$ cat config.mk
export PLATFORM = sky130hd
export DESIGN_NAME = addsub_result_stage
export DESIGN_NICKNAME = d
export VERILOG_FILES = /design/src/rtl/addsub_pkg.sv /design/src/rtl/addsub_fifo2.sv /design/src/rtl/addsub_result_stage.sv
export SDC_FILE = /design/constraint.sdc
export NUM_CORES = 1
export LEC_CHECK = 0
export ABC_AREA = 1
export ABC_CLOCK_PERIOD_IN_PS = 4500
export CORE_MARGIN = 10
export CORE_UTILIZATION = 35
export CTS_BUF_LIST = sky130_fd_sc_hd__clkbuf_4 sky130_fd_sc_hd__clkbuf_8
export CTS_CLUSTER_DIAMETER = 60
export DETAILED_ROUTE_END_ITERATION = 8
export SYNTH_ARGS = -nofsm -noshare
export SYNTH_HDL_FRONTEND = slang
export SYNTH_SLANG_ARGS = --single-unit
$ cat constraint.sdc
create_clock -name clk -period 4.5 [get_ports clk]
set_input_delay 0.45 -clock clk [delete_from_list [all_inputs] [get_ports clk]]
set_output_delay 0.45 -clock clk [all_outputs]
set_load 0.01 [all_outputs]
$ cat src/rtl/addsub_pkg.sv
// Shared constants and FIFO entry type for the adder_sub result stage.
package addsub_pkg;

    localparam int WIDTH = 16;

    localparam logic signed [WIDTH-1:0] MAX_POS = {1'b0, {(WIDTH-1){1'b1}}};
    localparam logic signed [WIDTH-1:0] MIN_NEG = {1'b1, {(WIDTH-1){1'b0}}};

    typedef struct packed {
        logic signed [WIDTH-1:0] res;
        logic                    over;
        logic                    carry;
        logic                    op;
        logic                    sat;
    } addsub_res_t;

    typedef enum logic [1:0] {
        EMPTY = 2'd0,
        ONE   = 2'd1,
        TWO   = 2'd2
    } occ_t;

endpackage

$ cat src/rtl/addsub_fifo2.sv
// Two-entry FIFO of addsub_res_t; occupancy is the state machine, in_ready is registered.
module addsub_fifo2
    import addsub_pkg::*;
(
    input  logic        clk,
    input  logic        rst_n,
    input  logic        in_valid,
    output logic        in_ready,
    input  addsub_res_t din,
    output logic        out_valid,
    input  logic        out_ready,
    output addsub_res_t dout
);

    occ_t        state, state_nxt;
    logic        wptr, rptr;
    logic        in_ready_q;
    logic        push, pop;
    addsub_res_t mem [2];

    assign push      = in_valid && in_ready_q;
    assign out_valid = (state != EMPTY);
    assign pop       = out_valid && out_ready;
    assign in_ready  = in_ready_q;
    assign dout      = mem[rptr];

    always_comb begin
        state_nxt = state;
        case (state)
            EMPTY:   if (push) state_nxt = ONE;
            ONE: begin
                if (push && !pop)      state_nxt = TWO;
                else if (pop && !push) state_nxt = EMPTY;
            end
            TWO:     if (pop) state_nxt = ONE;
            default: state_nxt = EMPTY;
        endcase
    end

    // in_ready is a flop of the next occupancy, so out_ready never reaches it combinationally
    always_ff @(posedge clk or negedge rst_n) begin
        if (!rst_n) begin
            state      <= EMPTY;
            wptr       <= 1'b0;
            rptr       <= 1'b0;
            in_ready_q <= 1'b1;
        end else begin
            state      <= state_nxt;
            wptr       <= wptr ^ push;
            rptr       <= rptr ^ pop;
            in_ready_q <= (state_nxt != TWO);
        end
    end

    always_ff @(posedge clk) begin
        if (push) mem[wptr] <= din;
    end

endmodule

$ cat src/rtl/addsub_result_stage.sv
// Registered result stage behind adder_sub: 2-entry buffer, optional saturation, overflow stats.
// Define ADDSUB_SAT_EN to clamp overflowed results to MAX_POS/MIN_NEG at push time.
module addsub_result_stage
    import addsub_pkg::*;
#(
    parameter int WIDTH = addsub_pkg::WIDTH,
    parameter int CNT_W = 8
) (
    input  logic                    clk,
    input  logic                    rst_n,
    input  logic                    in_valid,
    output logic                    in_ready,
    input  logic signed [WIDTH-1:0] res_i,
    input  logic                    over_i,
    input  logic                    carry_i,
    input  logic                    op_i,
    output logic                    out_valid,
    input  logic                    out_ready,
    output logic signed [WIDTH-1:0] res_o,
    output logic                    ovf_o,
    output logic                    carry_o,
    output logic                    op_o,
    output logic                    sat_o,
    input  logic                    clear_i,
    output logic                    ovf_sticky,
    output logic [CNT_W-1:0]        ovf_cnt
);

    localparam logic [CNT_W-1:0] CNT_MAX = '1;

    addsub_res_t entry_in, head;
    logic        push;

    // An overflowed sum with a clear sign bit really went negative, and vice versa
    function automatic addsub_res_t make_entry(input logic signed [WIDTH-1:0] res,
                                               input logic over,
                                               input logic carry,
                                               input logic op);
        addsub_res_t e;
        e.res   = res;
        e.over  = over;
        e.carry = carry;
        e.op    = op;
        e.sat   = 1'b0;
`ifdef ADDSUB_SAT_EN
        if (over) begin
            e.res = res[WIDTH-1] ? MAX_POS : MIN_NEG;
            e.sat = 1'b1;
        end
`endif
        return e;
    endfunction

    function automatic logic [CNT_W-1:0] cnt_inc_sat(input logic [CNT_W-1:0] cnt);
        return (cnt == CNT_MAX) ? cnt : cnt + CNT_W'(1);
    endfunction

    assign entry_in = make_entry(res_i, over_i, carry_i, op_i);
    assign push     = in_valid && in_ready;

    addsub_fifo2 u_fifo (
        .clk       (clk),
        .rst_n     (rst_n),
        .in_valid  (in_valid),
        .in_ready  (in_ready),
        .din       (entry_in),
        .out_valid (out_valid),
        .out_ready (out_ready),
        .dout      (head)
    );

    // Storage is not reset; gating on out_valid gives zero payload after reset
    assign res_o   = out_valid ? head.res   : '0;
    assign ovf_o   = out_valid ? head.over  : 1'b0;
    assign carry_o = out_valid ? head.carry : 1'b0;
    assign op_o    = out_valid ? head.op    : 1'b0;
    assign sat_o   = out_valid ? head.sat   : 1'b0;

    // Clear lands before a same-cycle overflow push, so that beat counts as the first
    always_ff @(posedge clk or negedge rst_n) begin
        if (!rst_n) begin
            ovf_sticky <= 1'b0;
            ovf_cnt    <= '0;
        end else if (push && over_i) begin
            ovf_sticky <= 1'b1;
            ovf_cnt    <= clear_i ? CNT_W'(1) : cnt_inc_sat(ovf_cnt);
        end else if (clear_i) begin
            ovf_sticky <= 1'b0;
            ovf_cnt    <= '0;
        end
    end

endmodule

* Word-level counts from Yosys, hierarchy flattened
Memory sizes are Yosys's and may differ from the RTL's. Index checks and enable logic that the tools add are counted.
Operators by class: $add $sub $neg 1, eq/ne operators 5, mux-type cells 18, bitwise operators 2, reductions and logical operators 11
Operators with widths (count):
- $mux 8 | 4
- $mux 16 | 1
- $add 8x1->8 const B | 1
- $eq 8x8->1 const B | 1
- $mux 1 | 8
- $mux 2 | 4
- $pmux 2 s3 | 1
- $logic_and 1x1->1 | 5
- $ne 2x2->1 const B | 2
- $reduce_bool 2->1 | 2
- $eq 2x1->1 const B | 1
- $eq 2x2->1 const B | 1
- $logic_not 1->1 | 2
- $logic_not 2->1 | 1
- $reduce_and 2->1 | 1
- $xor 1x1->1 | 2
Word-level totals: register bits after elaboration 14, RAM bits 38, input port bits 24, output and inout bits 31, word-level logic and storage cells 44, memories kept 1
Memory list:
- u_fifo.mem | depth 2, bits a word 19, read ports 1, clocked after Yosys merged registers in 0, wr ports 1, line addsub_fifo2.sv:19 | addsub_res_t mem [2];

* Depth between registers and ports, before layout
Gate-level depths: netlist of the first run.
word-level depth 7, depth in mapped cells 9, depth with buffers taken out 9

* Cells and area by module
A second synthesis of the first run with hierarchy kept.
Second synthesis, totals: cells, all modules 252, area total of the unflattened synthesis 2416.1 um2
Modules (own cells, without submodules):
- addsub_fifo2 | times used 1, cells an instance 133, area an instance 1716.6 um2, sequential area each 1327.5 um2
- addsub_result_stage | times used 1, cells an instance 119, area an instance 699.4 um2, sequential area each 225.2 um2

* Worst setup path before layout of the first run
No wires, ideal clock.
kind reg2reg, start register u_fifo.in_ready_q, in the netlist u_fifo.in_ready, end memory u_fifo.mem[1][0] in the netlist's numbering (enable), setup time 0.377 ns, data arrival time 1.211 ns, data required time 4.123 ns, path slack 2.912 ns, cell stages (with the launch flop) 4, path buffers 0, period minus slack after synthesis 1.588 ns, path through dfstp_2 > nand2_1 > inv_2 > ha_1
Between the ends: cells in the longest elaborated chain, start to end 3
RTL lines:
- start, declared | line addsub_fifo2.sv:17 | logic in_ready_q;
- start signal, assigned | line addsub_fifo2.sv:51 | in_ready_q <= (state_nxt != TWO);
- $logic_and 1x1->1 | line addsub_fifo2.sv:21 | assign push = in_valid && in_ready_q;
- $mux 1 | line addsub_fifo2.sv:56 | if (push) mem[wptr] <= din;
- $mux 1 (implied by the code) | line addsub_fifo2.sv:56
- end, declared | line addsub_fifo2.sv:19
Every way passes these cells.

* Worst setup path in the final report of the first run
start register u_fifo.rptr, end output res_o[2]
Between the ends: cells in the longest elaborated chain, start to end 2
RTL lines:
- start, declared | line addsub_fifo2.sv:16 | logic wptr, rptr;
- start signal, assigned | line addsub_fifo2.sv:50 | rptr <= rptr ^ pop;
- $mem_v2 2x19
- $mux 16 | line addsub_result_stage.sv:73 | assign res_o = out_valid ? head.res : '0;
- end, declared | line addsub_result_stage.sv:19 | output logic signed [WIDTH-1:0] res_o,
Every way passes these cells.

==> results of run 1 <==
## worst max-delay path, stage by stage (launching register included)
cell             delay, ps
dfrtp_1                830
clkinv_1               710
nand2_1                200
a21oi_1                100
clkdlybuf4s50_1        530
## synthesized netlist by cell type (all sizes together)
master / instances / share of area
nand4: 2 / 0.0057
a21oi: 26 / 0.064
nand2: 64 / 0.12
xor2: 1 / 0.0040
clkinv: 1 / 0.0017
ha: 3 / 0.017
conb: 1 / 0.0017
o21ai: 5 / 0.013
buf: 3 / 0.0080
xnor2: 1 / 0.0040
nor2: 9 / 0.022
nand3: 3 / 0.013
inv: 20 / 0.035
dfrtp: 13 / 0.15
o21bai: 1 / 0.0034
dfstp: 1 / 0.012
or2: 1 / 0.0028
edfxtp: 38 / 0.52
clkbuf: 3 / 0.0051
## cells in the final DEF (no fill, tap or decap), drive strengths merged
cell type / Yosys / final
dfrtp: 13 / 13
o21bai: 1 / 1
a21oi: 26 / 26
nand3: 3 / 3
clkinvlp: 0 / 1
o21ai: 5 / 5
clkdlybuf4s50: 0 / 53
inv: 20 / 22
nand4: 2 / 2
edfxtp: 38 / 38
clkbuf: 3 / 5
conb: 1 / 1
dfstp: 1 / 1
clkinv: 1 / 1
ha: 3 / 3
xnor2: 1 / 1
or2: 1 / 1
xor2: 1 / 1
nand2: 64 / 64
nor2: 9 / 9
## where the power goes
group / leakage (nW) / switching [mW] / internal, mW
Combinational: 0.541 / 0.291 / 0.264
Clock: 0.0452 / 0.160 / 0.114
Sequential: 0.536 / 0.0575 / 0.624
## worst max-delay path by stage
stage,endpoint,slack (ps),startpoint
after floorplan,u_fifo.mem[1][0],2910,u_fifo.in_ready
after global placement,ovf_o,1710,u_fifo.rptr
after detailed placement,res_o[4],1670,u_fifo.rptr
after CTS,res_o[4],1320,u_fifo.rptr
after global routing,res_o[13],1150,u_fifo.rptr
final,res_o[2],1370,u_fifo.rptr
## stage by stage
step | util | setup WS (ps) | hold WS [ps] | instance area, um2
after global routing | 0.480 | 1150 | 552 | 2890
after CTS | 0.480 | 1320 | 503 | 2890
after floorplan | - | 2910 | 154 | 2200
final | 0.480 | 1370 | 490 | 2890
after global placement | 0.464 | 1710 | 481 | 2800
after detailed placement | 0.464 | 1670 | 475 | 2800
## layer usage
metal  vias up  routed length (um)  share of wire  GRT usage
met5         -                   0              0          0
met4         0                  36         0.0079     0.0364
met3         3                 385          0.084     0.0408
met2        39                2310           0.50      0.165
met1       671                1850           0.40      0.104
li1        752                   -              -          -
## kinds of logic (layout without fill, tap and decap cells)
logic type,Yosys count,in the layout,synth area share
buffers and inverters,27,82,0.0501
other,1,1,0.00170
XOR/XNOR,2,2,0.00797
adder cells (fa/ha/maj),3,3,0.0171
AO/OA/AOI/OAI,32,32,0.0808
flip-flops,52,52,0.679
AND/OR/NAND/NOR,79,79,0.164
## flip-flops by register name, summed over array words and instances, names as in the netlist
register and cells:
u_fifo.wptr 1, u_fifo.rptr 1, ovf_cnt 8, u_fifo.state 2, u_fifo.in_ready 1, u_fifo.mem 38, ovf_sticky 1
## final cells by class
| type | count | area [um2] |
|---|---|---|
| clock buffers | 5 | 68.8 |
| clock inverters | 3 | 25.0 |
| fillers | 561 | 3130 |
| inverters | 21 | 81.3 |
| multi-input cells | 117 | 599 |
| flip-flops and latches | 52 | 1490 |
| well taps | 75 | 93.8 |
| repair buffers | 53 | 531 |
==> qor.csv, run 1 <==
metric,value,unit
critPathCaptureType,primary output,
num_antenna_cells,0,
fin_cells,326,
place_inst,318,
start_kind,flip-flop,
path_max_fanout,21,
worst_pin_slew,884,ps
max_cap_violations,0,
routabilityCongestion,0.790,
fin_skew,7.60,ps
ioPinCount,55,
synth_seq_cells,52,
syn_area_per_cell,11.2,um2
ys_seq_area_frac,0.679,
slew_violations,0,
dp_hpwl,3240,um
power_density,522,nW/um2
outcome,"complete, no violations",
required,4050,ps
hold_viol,0,
drtAntennaViolNets,0,
r2r-start,u_fifo.in_ready,
grt_max_degree,23,
fp.dieH,99.3,um
yosysWarnings,0,
cts_buffers,5,
syn-num-nets,223,
hold_depth,2,
grtUsageTotal,0.0968,
fp.dieArea,9860,um2
maxSlewHeadroom,0.410,
grt_pass1_wl,7700,um
rsz0062_at_grt,no,
wl_per_cell,14.1,um
hold_buffers,0,
grt_overflow_total,0,
worst-setup-path-type,flip-flop to primary output,
fin_crit_sh,0.695,
min_path_type,flip-flop to flip-flop,
antenna_found_initial,0,
clkLatencyLatePin,310,ps
drt_iter0_markers,99,
cts_sinks,52,
syn_inst,196,
cts_tree,yes,
grt_pass1_vias,1554,
synthesis.area,2200,um2
total_power,1.51,mW
firstDrtPassIters,4,
areaGrowthSynthToFinish,31.5,%
std_cell_rows,28,
setup_violations,0,
timing.fmax,0.320,GHz
initial_core_util,0.365,
viasPerCell,4.49,
path_clk_slew,100,ps
route.detailed.drc,0,
drive_above_1_share,0.116,
ctsLongestPathBuffers,2,
wl,4590,um
cp.arrival,2680,ps
ff2ff_path_depth,3,
cts.repair.resized,0,
h-tree-depth,2,
period_needed,3130,ps
post_cts_buffers,0,
clock-root-buffer,clkbuf_8,
num_vias,1465,
fin_setup_tns,0,ps
min_to,ovf_sticky,
total_leakage_power,1.12,nW
io_buffers,53,
rrSetupSlack,2710,ps
nets,277,
dieWidth,99.3,um
core,6030,um2
regToRegEndpoint,u_fifo.mem[1][0],
yosys.cell_types.count,30,
hold_start,ovf_sticky,
vdd_drop_max,323,uV
No activity file was read; power rests on OpenSTA's default activity.
==> run 2: changes to the inputs <==
--- a/config.mk
+++ b/config.mk
@@ -6,7 +6,7 @@
 export NUM_CORES = 1
 export LEC_CHECK = 0
 export ABC_AREA = 1
-export ABC_CLOCK_PERIOD_IN_PS = 4500
+export ABC_CLOCK_PERIOD_IN_PS = 2600
 export CORE_MARGIN = 10
 export CORE_UTILIZATION = 35
 export CTS_BUF_LIST = sky130_fd_sc_hd__clkbuf_4 sky130_fd_sc_hd__clkbuf_8
==> constraint.sdc (replaced) <==
create_clock -name clk -period 2.6 [get_ports clk]
set_input_delay 0.26 -clock clk [delete_from_list [all_inputs] [get_ports clk]]
set_output_delay 0.26 -clock clk [all_outputs]
set_load 0.01 [all_outputs]
==> qor.csv, run 2 (synthesized netlist as in run 1, its figures left out) <==
metric,value,unit
rsz0062_at_grt,no,
seqPwrFrac,0.429,
switching_share,0.326,
vdd_drop_max,534,uV
wl,4550,um
required,2340,ps
outcome,"complete, no violations",
ff_latch_area,1490,um2
cp.arrival,1860,ps
wl_per_cell,13.8,um
h-tree-depth,2,
fin_crit_sh,0.814,
cts_sinks,52,
largest-register,u_fifo.mem,
num_antenna_cells,0,
p_comb_frac,0.399,
switchingPower,0.856,mW
cts_buffers,5,
io_buffers,53,
fp.dieH,99.3,um
dieWidth,99.3,um
place_worst_setup_slack,732,ps
timing.final.ws_setup,483,ps
multi_input_area,599,um2
fin_area,2920,um2
cts.repair.resized,0,
timing.fmax,0.472,GHz
worst_pin_slew,685,ps
viasPerCell,4.48,
drtAntennaViolNets,0,
largest_reg_flops,38,
grt_max_degree,21,
max_stage_delay,490,ps
ff2ff_path_depth,8,
layout_common_cells,"nand2_1 (58), clkdlybuf4s50_1 (53), edfxtp_1 (38)",
post_cts_buffers,0,
drt_iter0_markers,52,
power_density,900,nW/um2
routabilityCongestion,0.750,
std_cell_rows,28,
antenna_found_initial,0,
p_int,1.77,mW
start_kind,flip-flop,
period_needed,2120,ps
drive_above_1_share,0.129,
worst-setup-path-type,flip-flop to primary output,
initial_core_util,0.365,
clkLatencyLatePin,290,ps
max_cap_violations,0,
fill_cells,570,
hold_viol,0,
grt_overflow_total,0,
fp.dieArea,9860,um2
firstDrtPassIters,4,
maxSlewHeadroom,0.542,
slew_violations,0,
clock-root-buffer,clkbuf_8,
reg_top3,"u_fifo.mem: 38 flops, ovf_cnt: 8 flops, u_fifo.state: 2 flops",
fin_skew,7.69,ps
nets,281,
p_clk_frac,0.172,
fin_setup_tns,0,ps
critPathCaptureType,primary output,
grt_pass1_wl,7830,um
worstPathCellList,"clkinv_1, nand2_1, a21oi_1, clkdlybuf4s50_1",
route.detailed.drc,0,
hold_buffers,0,
num_vias,1480,
ioPinCount,55,
core,6030,um2
path_clk_slew,90,ps
dp_hpwl,3170,um
layout.cells.most_common,nand2_1,
grtUsageTotal,0.0974,
areaGrowthSynthToFinish,32.8,%
setup_violations,0,
ctsLongestPathBuffers,2,
total_leakage_power,1.15,nW
cp_slowest_cell,clkdlybuf4s50_1,
min_path_type,primary input to asynchronous set/reset pin,
detailed_place.area,2830,um2
path_max_fanout,19,
cts_tree,yes,
grt_pass1_vias,1628,
## run 2: per-stage QoR
step / cells / total power, mW / hold WS, ps / utilization
after floorplan: 196 / 1.66 / -35.6 / -
after global placement: 322 / 2.21 / 476 / 0.469
after detailed placement: 322 / 2.22 / 476 / 0.469
after CTS: 330 / 2.68 / 389 / 0.485
after global routing: 330 / 2.84 / 396 / 0.485
final: 330 / 2.63 / 371 / 0.485
## run 2: final timing paths
kind / startpoint / end / slack [ps]
max in group asynchronous: rst_n / u_fifo.rptr / 1790
worst max register to register: ovf_cnt[0] / ovf_cnt[2] / 1170
worst min-delay path: rst_n / ovf_cnt[5] / 370
worst max-delay path: u_fifo.rptr / res_o[10] / 480
min in group clk: ovf_sticky / ovf_sticky / 500
worst min register to register: ovf_sticky / ovf_sticky / 500
## run 2: area by class of cell
cell class / count / share of cell area
multi-input cells: 117 / 0.205
flip-flops and latches: 52 / 0.511
clock buffers: 6 / 0.0283
inverters: 21 / 0.0278
clock inverters: 2 / 0.00343
repair buffers: 57 / 0.192
well taps: 75 / 0.0321
## run 2: worst max-delay path, delay by kind of cell (launching register included)
| family | cells | cell delay, ps |
|---|---|---|
| flip-flops | 1 | 350 |
| buffers and inverters | 2 | 930 |
| AND/OR/NAND/NOR | 1 | 200 |
| AO/OA/AOI/OAI | 1 | 90 |
## run 2: power by group through the flow
stage	Sequential, mW	Clock (mW)	Combinational [mW]
6_report	1.13	0.452	1.05
5_1_grt	1.14	0.509	1.18
4_1_cts	1.13	0.474	1.08
3_5_place_dp	1.14	0	1.08
3_3_place_gp	1.14	0	1.07
2_1_floorplan	1.14	0	0.519
## run 2: layer usage
| metal | part of all wire | track usage | routed length [um] | up-vias |
|---|---|---|---|---|
| li1 | - | - | - | 759 |
| met1 | 0.41 | 0.107 | 1860 | 680 |
| met2 | 0.50 | 0.165 | 2250 | 34 |
| met3 | 0.084 | 0.0443 | 381 | 7 |
| met4 | 0.012 | 0.0298 | 55 | 0 |
| met5 | 0 | 0 | 0 | - |
==> run 3: changes to the inputs <==
--- a/config.mk
+++ b/config.mk
@@ -6,7 +6,7 @@
 export NUM_CORES = 1
 export LEC_CHECK = 0
 export ABC_AREA = 1
-export ABC_CLOCK_PERIOD_IN_PS = 2600
+export ABC_CLOCK_PERIOD_IN_PS = 1900
 export CORE_MARGIN = 10
 export CORE_UTILIZATION = 35
 export CTS_BUF_LIST = sky130_fd_sc_hd__clkbuf_4 sky130_fd_sc_hd__clkbuf_8
==> constraint.sdc (replaced) <==
create_clock -name clk -period 1.9 [get_ports clk]
set_input_delay 0.19 -clock clk [delete_from_list [all_inputs] [get_ports clk]]
set_output_delay 0.19 -clock clk [all_outputs]
set_load 0.01 [all_outputs]
==> qor.csv, run 3 (synthesized netlist as in run 1, its figures left out) <==
metric,value,unit
fin_crit_sh,0.891,
setup_violations,0,
post_cts_buffers,0,
num_vias,1485,
path_clk_slew,100,ps
outcome,"complete, no violations",
fin_skew,7.71,ps
cp.arrival,1500,ps
num_antenna_cells,0,
clkLatencyLatePin,300,ps
r2r-start,ovf_cnt[0],
place_worst_setup_slack,229,ps
grtUsageTotal,0.0961,
seqPwrFrac,0.433,
p_clk_frac,0.174,
hold_buffers,0,
rrSetupSlack,470,ps
worst_pin_slew,689,ps
ctsLongestPathBuffers,2,
switchingPower,1.21,mW
path_max_fanout,10,
cp-startpoint,u_fifo.rptr,
worstPathCellList,"clkinv_2, buf_4, nand2_1, a21oi_1, dlygate4sd2_1",
vdd_drop_max,787,uV
total_leakage_power,1.27,nW
period_needed,1690,ps
worst-setup-path-type,flip-flop to primary output,
wl_met2,2210,um
nets,284,
drtAntennaViolNets,0,
required,1710,ps
grt_overflow_total,0,
p_int,2.37,mW
start_kind,flip-flop,
cp_slowest_cell,dfrtp_1,
fp.dieArea,9860,um2
ioPinCount,55,
areaGrowthSynthToFinish,35.2,%
slew_violations,0,
max_stage_delay,430,ps
antenna_found_initial,0,
largest_reg_flops,38,
hold_viol,0,
h-tree-depth,2,
std_cell_rows,28,
final_util,0.494,
layout.cells.most_common,nand2_1,
layout_common_cells,"nand2_1 (58), edfxtp_1 (38), clkdlybuf4s50_1 (33)",
wl,4560,um
maxSlewHeadroom,0.540,
max_cap_violations,0,
regToRegEndpoint,ovf_cnt[2],
io_buffers,53,
fp.dieH,99.3,um
routabilityCongestion,0.761,
switching_share,0.338,
grt_max_degree,21,
drt_iter0_markers,55,
dp_hpwl,3310,um
clock-root-buffer,clkbuf_8,
met1_length,1920,um
wl_per_cell,13.7,um
highest_layer,met4,
ff2ff_path_depth,8,
fin_setup_tns,0,ps
rsz0062_at_grt,no,
route.detailed.drc,0,
power_density,1200,nW/um2
largest-register,u_fifo.mem,
viasPerCell,4.46,
cts_tree,yes,
timing.fmax,0.591,GHz
endpoint,res_o[2],
dieWidth,99.3,um
drive_above_1_share,0.143,
timing.final.ws_setup,207,ps
cts_buffers,5,
grt_pass1_wl,7730,um
cts_sinks,52,
firstDrtPassIters,4,
grt_pass1_vias,1576,
min_path_type,primary input to asynchronous set/reset pin,
initial_core_util,0.365,
core,6030,um2
critPathCaptureType,primary output,
routed-wl-met3,382,um
p_comb_frac,0.393,
reg_top3,"u_fifo.mem: 38 flops, ovf_cnt: 8 flops, u_fifo.state: 2 flops",
[run 3: changes by cell type in the layout (fill, tap and decap cells not counted)]
cell / delta
inv_6: +1
buf_6: +1
clkinv_1: -1
dlygate4sd2_1: +16
buf_12: +3
clkdlybuf4s50_1: -20
clkinv_4: +1
clkbuf_8: -1
buf_4: -1
dlymetal6s2s_1: +4
[run 3: area by class of cell]
type	instances	area [um2]
clock buffer	5	68.8
clock inverter	3	22.5
fill	557	3050
inverter	21	82.6
multi-input combinational	117	599
sequential	52	1490
tap	75	93.8
timing repair buffer	60	614
[run 3: worst min path at each step]
stage | to | cells after the start
after global routing | ovf_cnt[6] | 1
after detailed placement | ovf_sticky | 2
final | ovf_cnt[4] | 1
after CTS | ovf_cnt[6] | 1
after global placement | ovf_sticky | 2
after floorplan | ovf_cnt[0] | 0
[run 3: power groups by stage]
stage / Sequential, mW / Clock [mW] / Combinational, mW
6_report: 1.55 / 0.623 / 1.41
5_1_grt: 1.57 / 0.708 / 1.57
4_1_cts: 1.55 / 0.654 / 1.44
3_5_place_dp: 1.57 / 0 / 1.56
3_3_place_gp: 1.57 / 0 / 1.54
2_1_floorplan: 1.56 / 0 / 0.710
[run 3: worst max-delay path, delay by kind of cell (launching register included)]
| kind | cells | cell delay (ps) |
|---|---|---|
| DFF | 1 | 430 |
| AOI/OAI and AO/OA | 1 | 130 |
| buffers and inverters | 3 | 600 |
| and+or+nand+nor | 1 | 50 |
[run 3: through the flow]
stage | hold WS [ps] | total power [mW] | std cells | cell area [um2]
after detailed placement | 473 | 3.12 | 325 | 2880
after global placement | 475 | 3.11 | 325 | 2880
after global routing | 310 | 3.85 | 333 | 2970
after floorplan | -106 | 2.27 | 196 | 2200
after CTS | 315 | 3.65 | 333 | 2960
final | 294 | 3.58 | 333 | 2970
[run 3: per-layer routing]
metal | track usage | vias up
li1 | - | 768
met1 | 0.110 | 677
met2 | 0.156 | 35
met3 | 0.0491 | 5
met4 | 0.0232 | 0
met5 | 0 | -
[run 3: timing repair]
item / 4_1_cts / 5_1_grt
hold endpoints to repair: 0 / 0
setup endpoints to repair: 19 / 4
resized for setup: 19 / 6
